**src/rtl/ram_inv_r_arbiter.sv**
```systemverilog
// Single-port owner of the 8x8 inverse-R matrix RAM.
// Arbitrates a scalar writer and a vector reader with round-robin
// fairness, and runs a zero-fill clear of all N*N entries on request.
// Every RAM pin and handshake output comes straight from a flop.
module ram_inv_r_arbiter #(
  parameter int DATA_W = 19,
  parameter int ADDR_W = 6,
  parameter int N      = 8
) (
  input  logic                CK,
  input  logic                RST,
  input  logic                clr_start,
  output logic                clr_busy,
  input  logic                wr_req,
  input  logic [ADDR_W-1:0]   wr_addr,
  input  logic [DATA_W-1:0]   wr_data,
  output logic                wr_gnt,
  input  logic                rd_req,
  input  logic [2:0]          rd_idx,
  input  logic                rd_row,
  output logic                rd_gnt,
  output logic                rd_valid,
  output logic [N*DATA_W-1:0] rd_data,
  output logic [ADDR_W-1:0]   ram_A,
  output logic                ram_WE,
  output logic                ram_OE,
  output logic [DATA_W-1:0]   ram_D,
  output logic                ram_Q_SEL,
  input  logic [N*DATA_W-1:0] ram_Q
);

  localparam int CNT_W = $clog2(N*N);
  localparam logic [CNT_W-1:0] CLR_LAST = CNT_W'(N*N-1);

  typedef enum logic [2:0] {
    IDLE    = 3'd0,
    CLR     = 3'd1,
    WR      = 3'd2,
    RD_ADDR = 3'd3,
    RD_DATA = 3'd4
  } state_t;

  state_t              state_reg, state_next;
  logic [CNT_W-1:0]    clr_cnt_reg, clr_cnt_next;
  logic [CNT_W-1:0]    clr_cnt_inc;
  // 1 = write side wins the next conflict (last grant went to the reader)
  logic                pref_wr_reg, pref_wr_next;

  logic [ADDR_W-1:0]   a_reg, a_next;
  logic                we_reg, we_next;
  logic                oe_reg, oe_next;
  logic [DATA_W-1:0]   d_reg, d_next;
  logic                qsel_reg, qsel_next;
  logic                wr_gnt_reg, wr_gnt_next;
  logic                rd_gnt_reg, rd_gnt_next;
  logic                rd_valid_reg, rd_valid_next;
  logic                clr_busy_reg, clr_busy_next;
  logic                capture;

  logic [DATA_W-1:0]   rd_elem_reg [N];

  assign clr_cnt_inc = clr_cnt_reg + CNT_W'(1);

  // Next-state and next-output decode; outputs are precomputed so they
  // appear registered in the cycle the FSM occupies the matching state.
  always_comb begin
    state_next    = state_reg;
    clr_cnt_next  = clr_cnt_reg;
    pref_wr_next  = pref_wr_reg;
    a_next        = '0;
    we_next       = 1'b0;
    oe_next       = 1'b0;
    d_next        = '0;
    qsel_next     = 1'b0;
    wr_gnt_next   = 1'b0;
    rd_gnt_next   = 1'b0;
    rd_valid_next = 1'b0;
    clr_busy_next = 1'b0;
    capture       = 1'b0;
    case (state_reg)
      IDLE: begin
        if (clr_start) begin
          state_next    = CLR;
          clr_cnt_next  = '0;
          we_next       = 1'b1;
          clr_busy_next = 1'b1;
        end else if (wr_req && (!rd_req || pref_wr_reg)) begin
          state_next   = WR;
          a_next       = wr_addr;
          d_next       = wr_data;
          we_next      = 1'b1;
          wr_gnt_next  = 1'b1;
          pref_wr_next = 1'b0;
        end else if (rd_req) begin
          state_next   = RD_ADDR;
          a_next       = ADDR_W'(rd_idx);
          qsel_next    = rd_row;
          rd_gnt_next  = 1'b1;
          pref_wr_next = 1'b1;
        end
      end
      CLR: begin
        if (clr_cnt_reg == CLR_LAST) begin
          state_next = IDLE;
        end else begin
          clr_cnt_next  = clr_cnt_inc;
          a_next        = ADDR_W'(clr_cnt_inc);
          we_next       = 1'b1;
          clr_busy_next = 1'b1;
        end
      end
      WR: begin
        state_next = IDLE;
      end
      RD_ADDR: begin
        // RAM latched the vector address; keep address/select stable and enable output
        state_next = RD_DATA;
        a_next     = a_reg;
        qsel_next  = qsel_reg;
        oe_next    = 1'b1;
      end
      RD_DATA: begin
        state_next    = IDLE;
        capture       = 1'b1;
        rd_valid_next = 1'b1;
      end
      default: begin
        state_next = IDLE;
      end
    endcase
  end

  // State, counters and all registered outputs; reset aborts any operation.
  always_ff @(posedge CK) begin
    if (RST) begin
      state_reg    <= IDLE;
      clr_cnt_reg  <= '0;
      pref_wr_reg  <= 1'b1;
      a_reg        <= '0;
      we_reg       <= 1'b0;
      oe_reg       <= 1'b0;
      d_reg        <= '0;
      qsel_reg     <= 1'b0;
      wr_gnt_reg   <= 1'b0;
      rd_gnt_reg   <= 1'b0;
      rd_valid_reg <= 1'b0;
      clr_busy_reg <= 1'b0;
    end else begin
      state_reg    <= state_next;
      clr_cnt_reg  <= clr_cnt_next;
      pref_wr_reg  <= pref_wr_next;
      a_reg        <= a_next;
      we_reg       <= we_next;
      oe_reg       <= oe_next;
      d_reg        <= d_next;
      qsel_reg     <= qsel_next;
      wr_gnt_reg   <= wr_gnt_next;
      rd_gnt_reg   <= rd_gnt_next;
      rd_valid_reg <= rd_valid_next;
      clr_busy_reg <= clr_busy_next;
    end
  end

  genvar gi;
  generate
    for (gi = 0; gi < N; gi++) begin : g_cap
      // Capture element gi of the RAM vector at the end of RD_DATA
      always_ff @(posedge CK) begin
        if (RST) begin
          rd_elem_reg[gi] <= '0;
        end else if (capture) begin
          rd_elem_reg[gi] <= ram_Q[gi*DATA_W +: DATA_W];
        end
      end
      assign rd_data[gi*DATA_W +: DATA_W] = rd_elem_reg[gi];
    end
  endgenerate

  assign clr_busy  = clr_busy_reg;
  assign wr_gnt    = wr_gnt_reg;
  assign rd_gnt    = rd_gnt_reg;
  assign rd_valid  = rd_valid_reg;
  assign ram_A     = a_reg;
  assign ram_WE    = we_reg;
  assign ram_OE    = oe_reg;
  assign ram_D     = d_reg;
  assign ram_Q_SEL = qsel_reg;

endmodule
```
**config.mk**
```make
export PLATFORM = sky130hd
export DESIGN_NAME = ram_inv_r_arbiter
export DESIGN_NICKNAME = d
export VERILOG_FILES = /design/src/rtl/ram_inv_r_arbiter.sv
export SDC_FILE = /design/constraint.sdc
export NUM_CORES = 1
export LEC_CHECK = 0
export BUFFER_PORTS_ARGS = -buffer_cell sky130_fd_sc_hd__buf_4
export CAP_MARGIN = 40
export CORE_AREA = 3 3 145 147
export CTS_BUF_LIST = sky130_fd_sc_hd__clkbuf_16
export DETAILED_ROUTE_END_ITERATION = 12
export DIE_AREA = 0 0 148 150
export PLACE_DENSITY_LB_ADDON = 0.1
export SYNTH_ARGS = -nofsm -noshare
export SYNTH_HDL_FRONTEND = slang
export SYNTH_SLANG_ARGS = --single-unit
```
**constraint.sdc**
```tcl
create_clock -name CK -period 8.5 [get_ports CK]
set_input_delay 1.275 -clock CK [delete_from_list [all_inputs] [get_ports CK]]
set_output_delay 1.275 -clock CK [all_outputs]
set_load 0.05 [all_outputs]
```
# == Yosys cells after proc, flatten, opt, wreduce, memory -nomap -nowiden ==
# Memories as Yosys holds them, arrays and structs flattened.
# Cells that the tools add are included.
# op_classes
add_sub_neg,1
n_eq_ne,8
mux,41
n_bitwise,11
n_reduce_logical,12
# ops
operator,n
$mux W19,8
$mux W6,5
$pmux W6 S3,1
$mux W1,17
$mux W3,5
$pmux W6 S2,1
$pmux W3 S3,1
$or A1 B1 Y1,8
$reduce_or A4 Y1,2
$add A6 B1 Y6 const B,1
$eq A6 B6 Y1 const B,1
$ne A2 B2 Y1 const B,3
$pmux W1 S2,3
$reduce_and A3 Y1,2
$ne A4 B4 Y1 const B,1
$reduce_bool A2 Y1,2
$eq A3 B1 Y1 const B,1
$eq A3 B2 Y1 const B,1
$eq A3 B3 Y1 const B,1
$logic_not A3 Y1,1
$not A1 Y1,3
$reduce_or A3 Y1,1
$reduce_and A2 Y1,1
$logic_and A1 B1 Y1,1
other kinds (2),2
# totals
register_bits,42
ramBits,152
input_bits,186
output_inout_bits,184
elab_cells,86
n_memories,1
# mem_list
memory,words,word_bits,rd,rd_clocked_by_memory_dff,write_ports,line,source
rd_elem_reg,8,19,8,0,8,60,logic [DATA_W-1:0] rd_elem_reg [N];

# == Logic depth before layout (Yosys ltp) ==
# Gate-level depths: netlist of the first run.
# depth
depth_word,6
mapped_depth,6
mapped_depth_nobuf,5

# == Worst setup path after synthesis of the first run ==
# Ideal clock, no wire load.
# synth_timing
kind,input -> register
from,in RST
to,"mem rd_elem_reg[0][0], enable pin"
t_arrival_ps,4891
t_required_ps,7983
slack_ps,3092
path_stages,3
path_cell_list,clkbuf_1 > inv_1 > nand2_1
# synth_lines
item,line,source
start: declaration,11,"input logic RST,"
end: declaration,60,

==> results of run 1 <==
[cell families (layout without fill, tap and decap cells)]
group | Yosys count | in the layout | synth area share
xor+xnor | 3 | 3 | 0.00367
fa+ha+maj | 1 | 1 | 0.00175
buf+inv | 26 | 409 | 0.0176
simple gates | 217 | 217 | 0.186
compound gates | 35 | 35 | 0.0363
flops | 194 | 194 | 0.754
[layout make-up]
class	count	area share
clock inverter	15	0.0138
inverter	2	0.000694
timing repair buffer	375	0.264
tap	270	0.0312
sequential	194	0.499
clock buffer	17	0.0393
multi-input combinational	256	0.152
[metrics by stage]
stage | hold slack, ns | power (W) | setup slack (ns) | cell area, um2
after floorplan | 0.490 | 0.00127 | 3.09 | 7170
after global placement | 0.471 | 0.00139 | 4.84 | 10200
after detailed placement | 0.466 | 0.00140 | 5.20 | 10200
after CTS | 0.494 | 0.00218 | 5.65 | 10800
after global routing | 0.524 | 0.00224 | 5.54 | 10800
final | 0.495 | 0.00215 | 5.66 | 10800
[metal layers]
| layer | track usage | vias up | share of wire |
|---|---|---|---|
| met3 | 0.0666 | 16 | 0.093 |
| met4 | 0.0430 | 0 | 0.012 |
| li1 | - | 2403 | - |
| met2 | 0.306 | 247 | 0.53 |
| met5 | 0 | - | 0 |
| met1 | 0.194 | 2395 | 0.37 |
[cells in the final DEF (no fill, tap or decap), types with 4 or more instances in the layout]
master and count:
buf_4 371, and2_1 171, edfxtp_1 152, dfxtp_1 42, clkbuf_16 17, a21oi_1 10
nor2_1 9, nand2_1 9, and3_1 4, nand3_1 4, o21ai_0 4, clkinvlp_4 4
inv_8 4
[power groups by stage]
stage                     clock, W  combinational, W  sequential [W]
final                     0.000778          0.000303         0.00107
after global routing      0.000843          0.000317         0.00108
after CTS                 0.000801          0.000306         0.00107
after detailed placement         0          0.000305         0.00109
after global placement           0          0.000301         0.00109
after floorplan                  0         0.0000408         0.00122
[worst paths after layout]
kind / endpoint / slack, ns / depth (start not counted)
setup reg to reg: rd_elem_reg[0][66] / 6.01 / 6
hold / removal: ram_Q_SEL / 0.49 / 1
hold reg to reg: ram_Q_SEL / 0.49 / 1
setup / recovery: rd_elem_reg[0][66] / 5.66 / 6
==> reports/results.tsv, run 1 <==
stage	metric	value	unit
detailed_routing	DR iter-0 viols	192	
global_route	initial antenna violation count	0	
detailed_routing	Avg Vias per Cell	4.48	
clocking	largest buffer count on any clock path	2	
power_and_ir_drop	Flop pwr share	0.498	
sta	fin crit share	0.335	
sta	Least-Margin Pin Slew	0.752	ns
worst_hold_path	Worst Hold Launch	ram_Q_SEL	
clocking	clock sinks	194	
worst_setup_path	CP delay by family, top	buffers and inverters	
job	max-cap violation count	0	
global_route	Total GRT Usage	0.172	
clocking	# resized after CTS	0	
global_route	GR Overflow Total	0	
power_and_ir_drop	internal power	0.00158	W
worst_setup_path	Startpoint Class	input port	
cells_and_area	share of cells above drive strength 1	0.482	
synth	Yosys warning count	0	
place	IO Port Bufs	369	
synth	register area share after synthesis	0.754	
detailed_routing	DR WL/cell	17.8	um
worst_setup_path	Worst Setup SP	RST	
synth	most frequent cell after synthesis	and2_1	
worst_setup_path	CP max-delay cell	nand2_4	
die	Die Ht	150	um
sta	Max-slew headroom	0.498	
synth	Post-synth top flop	edfxtp_1	
place	Placed Cells	1096	
die	num ports	370	
power_and_ir_drop	Net Sw Frac	0.265	
die	die area	0.0222	mm2
worst_hold_path	worst hold path type	reg -> reg	
clocking	Clk Latency, worst-skew pair	0.42	ns
detailed_routing	via count	5061	
detailed_routing	DRT Wirelength	20.1	mm
sta	crit path time final	2.84	ns
synth	FF+latch count, synth	194	
synth	Synth top cells by count	171 x and2_1, 152 x edfxtp_1, 42 x dfxtp_1	
detailed_routing	Final ANT Viol Nets	0	
cells_and_area	area grow syn2layout	51.1	%
synth	post-synthesis cell type count	45	
power_and_ir_drop	clock share of power	0.361	
cells_and_area	diode count	0	
cells_and_area	fin util	0.540	
power_and_ir_drop	PD cells	199	mW/mm2
cells_and_area	area of the multi-input gates	0.00164	mm2
sta	endpoints failing setup	0	
synth	synth top area cells	edfxtp_1 64%, and2_1 15%, dfxtp_1 12%	
clocking	Worst-path clk slew	0.07	ns
global_route	number of global-route vias before repair	4984	
synth	Mean Syn Cell Area	15.1	um2
worst_setup_path	critical path data arrival time	2.92	ns
worst_setup_path	Crit. End Element	flip-flop	
clocking	TritonCTS buffer count	17	
clocking	Clock Tree Root	clkbuf_16	
synth	Net Count, Synth	663	
sta	RSZ-0062 raised after global routing	false	
synth	Post-synth EDFFs	152	
synth	area of the mapped netlist	0.00717	mm2
sta	skew final	0.00944	ns
power_and_ir_drop	Pleak	4.76	nW
sta	Max Clock Freq	352	MHz
cells_and_area	max reg flops	152	
global_route	global-route wire length before repair	29.2	mm
worst_setup_path	Crit Path Category	in -> reg	
die	Core ar.	0.0200	mm2
place	post-DP HPWL	15.2	mm
synth	post-synth top area share	0.637	
clocking	H-tree depth reported by CTS	4	
die	Rows	52	
cells_and_area	non-filler instance count after layout	1129	
detailed_routing	post-route DRC violation count	0	
clocking	# hold bufs at CTS	0	
worst_setup_path	max incr delay on CP	0.38	ns
power_and_ir_drop	sw power	0.000570	W
power_and_ir_drop	combinational share of power	0.141	
worst_setup_path	most used cell, CP	buf_4	
clocking	CTS tree	yes	
sta	final-report hold violation count	0	
clocking	Setup Fix Bufs, Post-CTS	0	
sta	Setup TNS	0	ns
worst_setup_path	cells along the critical path	buf_4, inv_1, nand2_4, buf_12, buf_4, buf_16	
cells_and_area	Register Area	0.00541	mm2
cells_and_area	final-stage net count	1033	
die	chip width	148	um
place	GPL Wtd Cong	0.782	
power_and_ir_drop	Max IR drop VDD	134	uV
cells_and_area	Filler Cells Inserted	1736	
synth	Async S/R FF share, synth	0	
detailed_routing	Pre-antenna DRT Iters	4	
outcome	status	completed	
synth	Post-Synthesis Cells	476	
worst_setup_path	crit path buf inv count	5	
synth	Yosys top cell by area	edfxtp_1	
worst_setup_path	CP Max Fanout	71	
sta	final slew viol count	0	
worst_setup_path	WP data required	8.58	ns
worst_setup_path	Reg2Reg Launch Point	state_reg[1]	
global_route	largest net degree at the start of global routing	96	
die	starting density of the core	0.358	
No activity file was read; power rests on OpenSTA's default activity.
==> run 2, diff against run 1 <==
--- a/config.mk
+++ b/config.mk
@@ -5,12 +5,13 @@
 export SDC_FILE = /design/constraint.sdc
 export NUM_CORES = 1
 export LEC_CHECK = 0
+export ABC_AREA = 1
 export BUFFER_PORTS_ARGS = -buffer_cell sky130_fd_sc_hd__buf_4
 export CAP_MARGIN = 40
-export CORE_AREA = 3 3 145 147
+export CORE_AREA = 3 3 144 146
 export CTS_BUF_LIST = sky130_fd_sc_hd__clkbuf_16
 export DETAILED_ROUTE_END_ITERATION = 12
-export DIE_AREA = 0 0 148 150
+export DIE_AREA = 0 0 147 149
 export PLACE_DENSITY_LB_ADDON = 0.1
 export SYNTH_ARGS = -nofsm -noshare
 export SYNTH_HDL_FRONTEND = slang
==> constraint.sdc (replaced) <==
create_clock -name CK -period 2.9 [get_ports CK]
set_input_delay 0.435 -clock CK [delete_from_list [all_inputs] [get_ports CK]]
set_output_delay 0.435 -clock CK [all_outputs]
set_load 0.05 [all_outputs]
==> reports/results.tsv, run 2 <==
stage	metric	value	unit	change
outcome	status	completed		
die	starting density of the core	0.417		+0.0592
sta	skew final	0.00867	ns	-0.000776 ns
clocking	H-tree depth reported by CTS	4		unchanged
synth	Mean Syn Cell Area	11.9	um2	-21%
synth	post-synth top area share	0.561		-0.0761
detailed_routing	via count	5687		+12%
synth	Post-Synthesis Cells	686		+44%
worst_setup_path	Crit. End Element	flip-flop		
worst_hold_path	Hold Path Depth	3		+2
cells_and_area	area of the multi-input gates	0.00178	mm2	+8.4%
detailed_routing	post-route DRC violation count	0		unchanged
synth	post-synthesis cell type count	27		-40%
detailed_routing	Final ANT Viol Nets	0		unchanged
detailed_routing	DRT Wirelength	20.4	mm	+1.2%
synth	register area share after synthesis	0.664		-0.0901
power_and_ir_drop	clock share of power	0.343		-0.018
synth	Async S/R FF share, synth	0		unchanged
clocking	TritonCTS buffer count	17		unchanged
sta	RSZ-0062 raised after global routing	false		
detailed_routing	DR WL/cell	15.2	um	-15%
clocking	Clock Tree Root	clkbuf_16		
cells_and_area	final-stage net count	1248		+21%
sta	Max-slew headroom	0.636		+0.138
place	Place WS	0.952	ns	-4.25 ns
power_and_ir_drop	sw power	0.00174	W	+210%
cells_and_area	Register Area	0.00541	mm2	unchanged
sta	endpoints failing setup	0		unchanged
synth	synth top area cells	edfxtp_1 56%, nor2_4 11%, dfxtp_1 10%		
detailed_routing	Pre-antenna DRT Iters	5		+1
worst_setup_path	Reg2Reg Launch Point	state_reg[1]		
cells_and_area	area grow syn2layout	43.6	%	
clocking	clock sinks	194		unchanged
synth	Net Count, Synth	873		+32%
sta	Max Clock Freq	570	MHz	
global_route	largest net degree at the start of global routing	68		-29%
synth	Yosys top cell by area	edfxtp_1		
die	Core ar.	0.0195	mm2	-2.6%
clocking	CTS tree	yes		
worst_hold_path	Hold Path End	ram_D[12]		
global_route	number of global-route vias before repair	5452		+9.4%
cells_and_area	diode count	0		unchanged
worst_setup_path	Crit Path Category	reg -> reg		
global_route	initial antenna violation count	0		unchanged
sta	Final WS setup	1.15	ns	-4.51 ns
power_and_ir_drop	Flop pwr share	0.499		about the same
synth	area of the mapped netlist	0.00814	mm2	+14%
worst_setup_path	worst r2r dst	rd_elem_reg[1][32]		
synth	Post-synth top flop	edfxtp_1		
place	post-DP HPWL	15.7	mm	+3.1%
power_and_ir_drop	PD cells	538	mW/mm2	+170%
sta	fin crit share	0.605		
die	num ports	370		unchanged
global_route	global-route wire length before repair	29.8	mm	+2.1%
synth	Synth top cells by count	192 x inv_1, 152 x edfxtp_1, 106 x nor2_1		
worst_setup_path	Worst Setup SP	state_reg[1]		
worst_setup_path	WP data required	3.06	ns	-5.52 ns
power_and_ir_drop	combinational share of power	0.158		+0.017
power_and_ir_drop	internal power	0.00455	W	+190%
job	max-cap violation count	0		unchanged
cells_and_area	max reg flops	152		unchanged
sta	final-report hold violation count	0		unchanged
cells_and_area	share of cells above drive strength 1	0.465		-0.0173
cells_and_area	most frequent cells in the layout	370 x buf_4, 193 x inv_1, 152 x edfxtp_1		
sta	Least-Margin Pin Slew	0.544	ns	-0.208 ns
worst_setup_path	CP Max Fanout	65		-8.5%
global_route	Total GRT Usage	0.179		+0.00699
clocking	largest buffer count on any clock path	2		unchanged
die	Rows	51		-1.9%
worst_setup_path	Worst Reg2Reg Path Length in Cells	6		unchanged
clocking	# hold bufs at CTS	0		unchanged
cells_and_area	cell area after layout	0.0117	mm2	+8.0%
synth	most frequent cell after synthesis	inv_1		
synth	FF+latch count, synth	194		unchanged
die	die area	0.0219	mm2	-1.3%
synth	Post-synth EDFFs	152		unchanged
worst_setup_path	R2R setup slack	1.15	ns	-4.86 ns
clocking	Clk Latency, worst-skew pair	0.42	ns	about the same
place	DP Area	0.0112	mm2	+8.9%
sta	Setup TNS	0	ns	unchanged
clocking	Worst-path clk slew	0.07	ns	about the same
power_and_ir_drop	Net Sw Frac	0.277		+0.0120
die	chip width	147	um	-0.68%
detailed_routing	Avg Vias per Cell	4.25		-5.3%
power_and_ir_drop	Max IR drop VDD	473	uV	+250%
synth	Yosys warning count	0		unchanged
sta	final slew viol count	0		unchanged
detailed_routing	DR iter-0 viols	196		+2.1%
worst_hold_path	Worst Hold Launch	wr_data[12]		
power_and_ir_drop	Pleak	5.66	nW	+19%
cells_and_area	Filler Cells Inserted	1730		-0.35%
clocking	Setup Fix Bufs, Post-CTS	0		unchanged
clocking	# resized after CTS	0		unchanged
place	IO Port Bufs	369		unchanged
worst_setup_path	Startpoint Class	flip-flop		
global_route	GR Overflow Total	0		unchanged
worst_hold_path	worst hold path type	in -> reg		
place	GPL Wtd Cong	0.776		-0.79%
worst_setup_path	critical path data arrival time	1.92	ns	-1.00 ns
cells_and_area	commonest non-fill, non-tap cell in the layout	buf_4		
die	Die Ht	149	um	-0.67%
sta	crit path time final	1.75	ns	
[run 2: area by class of cell]
| class | instances | share of cell area |
|---|---|---|
| Sequential cell | 194 | 0.462 |
| Tap cell | 265 | 0.0284 |
| Clock inverter | 15 | 0.00942 |
| Timing Repair Buffer | 376 | 0.248 |
| Inverter | 195 | 0.0633 |
| Clock buffer | 17 | 0.0364 |
| Multi-Input combinational cell | 277 | 0.152 |
[run 2: power by group through the flow]
stage	combinational [W]	clock [W]	sequential, W
4_1_cts	0.00101	0.00221	0.00314
3_5_place_dp	0.00101	0	0.00320
5_1_grt	0.00106	0.00231	0.00315
6_report	0.000997	0.00216	0.00314
2_1_floorplan	0.000203	0	0.00358
3_3_place_gp	0.00100	0	0.00320
[run 2: per-layer routing]
layer | vias to the layer above | GRT usage | part of all wire
met5 | - | 0 | 0
met4 | 0 | 0.0550 | 0.018
met3 | 23 | 0.0799 | 0.11
met2 | 256 | 0.330 | 0.54
met1 | 2590 | 0.182 | 0.34
li1 | 2818 | - | -
[run 2: worst max path at each step]
stage	end	slack (ns)	cells after the start
5_1_grt	rd_elem_reg[1][34]	0.98	6
3_3_place_gp	rd_elem_reg[0][71]	0.96	4
2_1_floorplan	rd_elem_reg[0][0]	0.70	3
6_report	rd_elem_reg[1][32]	1.15	6
3_5_place_dp	rd_elem_reg[0][71]	0.95	4
4_1_cts	rd_elem_reg[1][49]	1.13	6
[run 2: cell families after synthesis]
kind of cell / after synthesis / share of synthesized area
AO/OA/AOI/OAI: 23 / 0.0154
XOR/XNOR: 1 / 0.00108
adder cells (fa/ha/maj): 1 / 0.00154
buffers and inverters: 215 / 0.119
flip-flops: 194 / 0.664
AND/OR/NAND/NOR: 252 / 0.199
[run 2: critical path, cell delays in order (launching register included)]
cell	delay [ns]
dfxtp_1	0.40
inv_1	0.07
nand3_2	0.16
nor2_4	0.07
inv_8	0.33
buf_12	0.33
nor2_1	0.09
[run 2: per-stage QoR]
step           utilization  hold slack, ns  instances  total power (W)
2_1_floorplan            -           0.475        686          0.00379
3_3_place_gp         0.571           0.442       1307          0.00420
3_5_place_dp         0.571           0.448       1307          0.00421
4_1_cts              0.599           0.203       1339          0.00637
5_1_grt              0.599           0.213       1339          0.00651
6_report             0.599           0.226       1339          0.00629
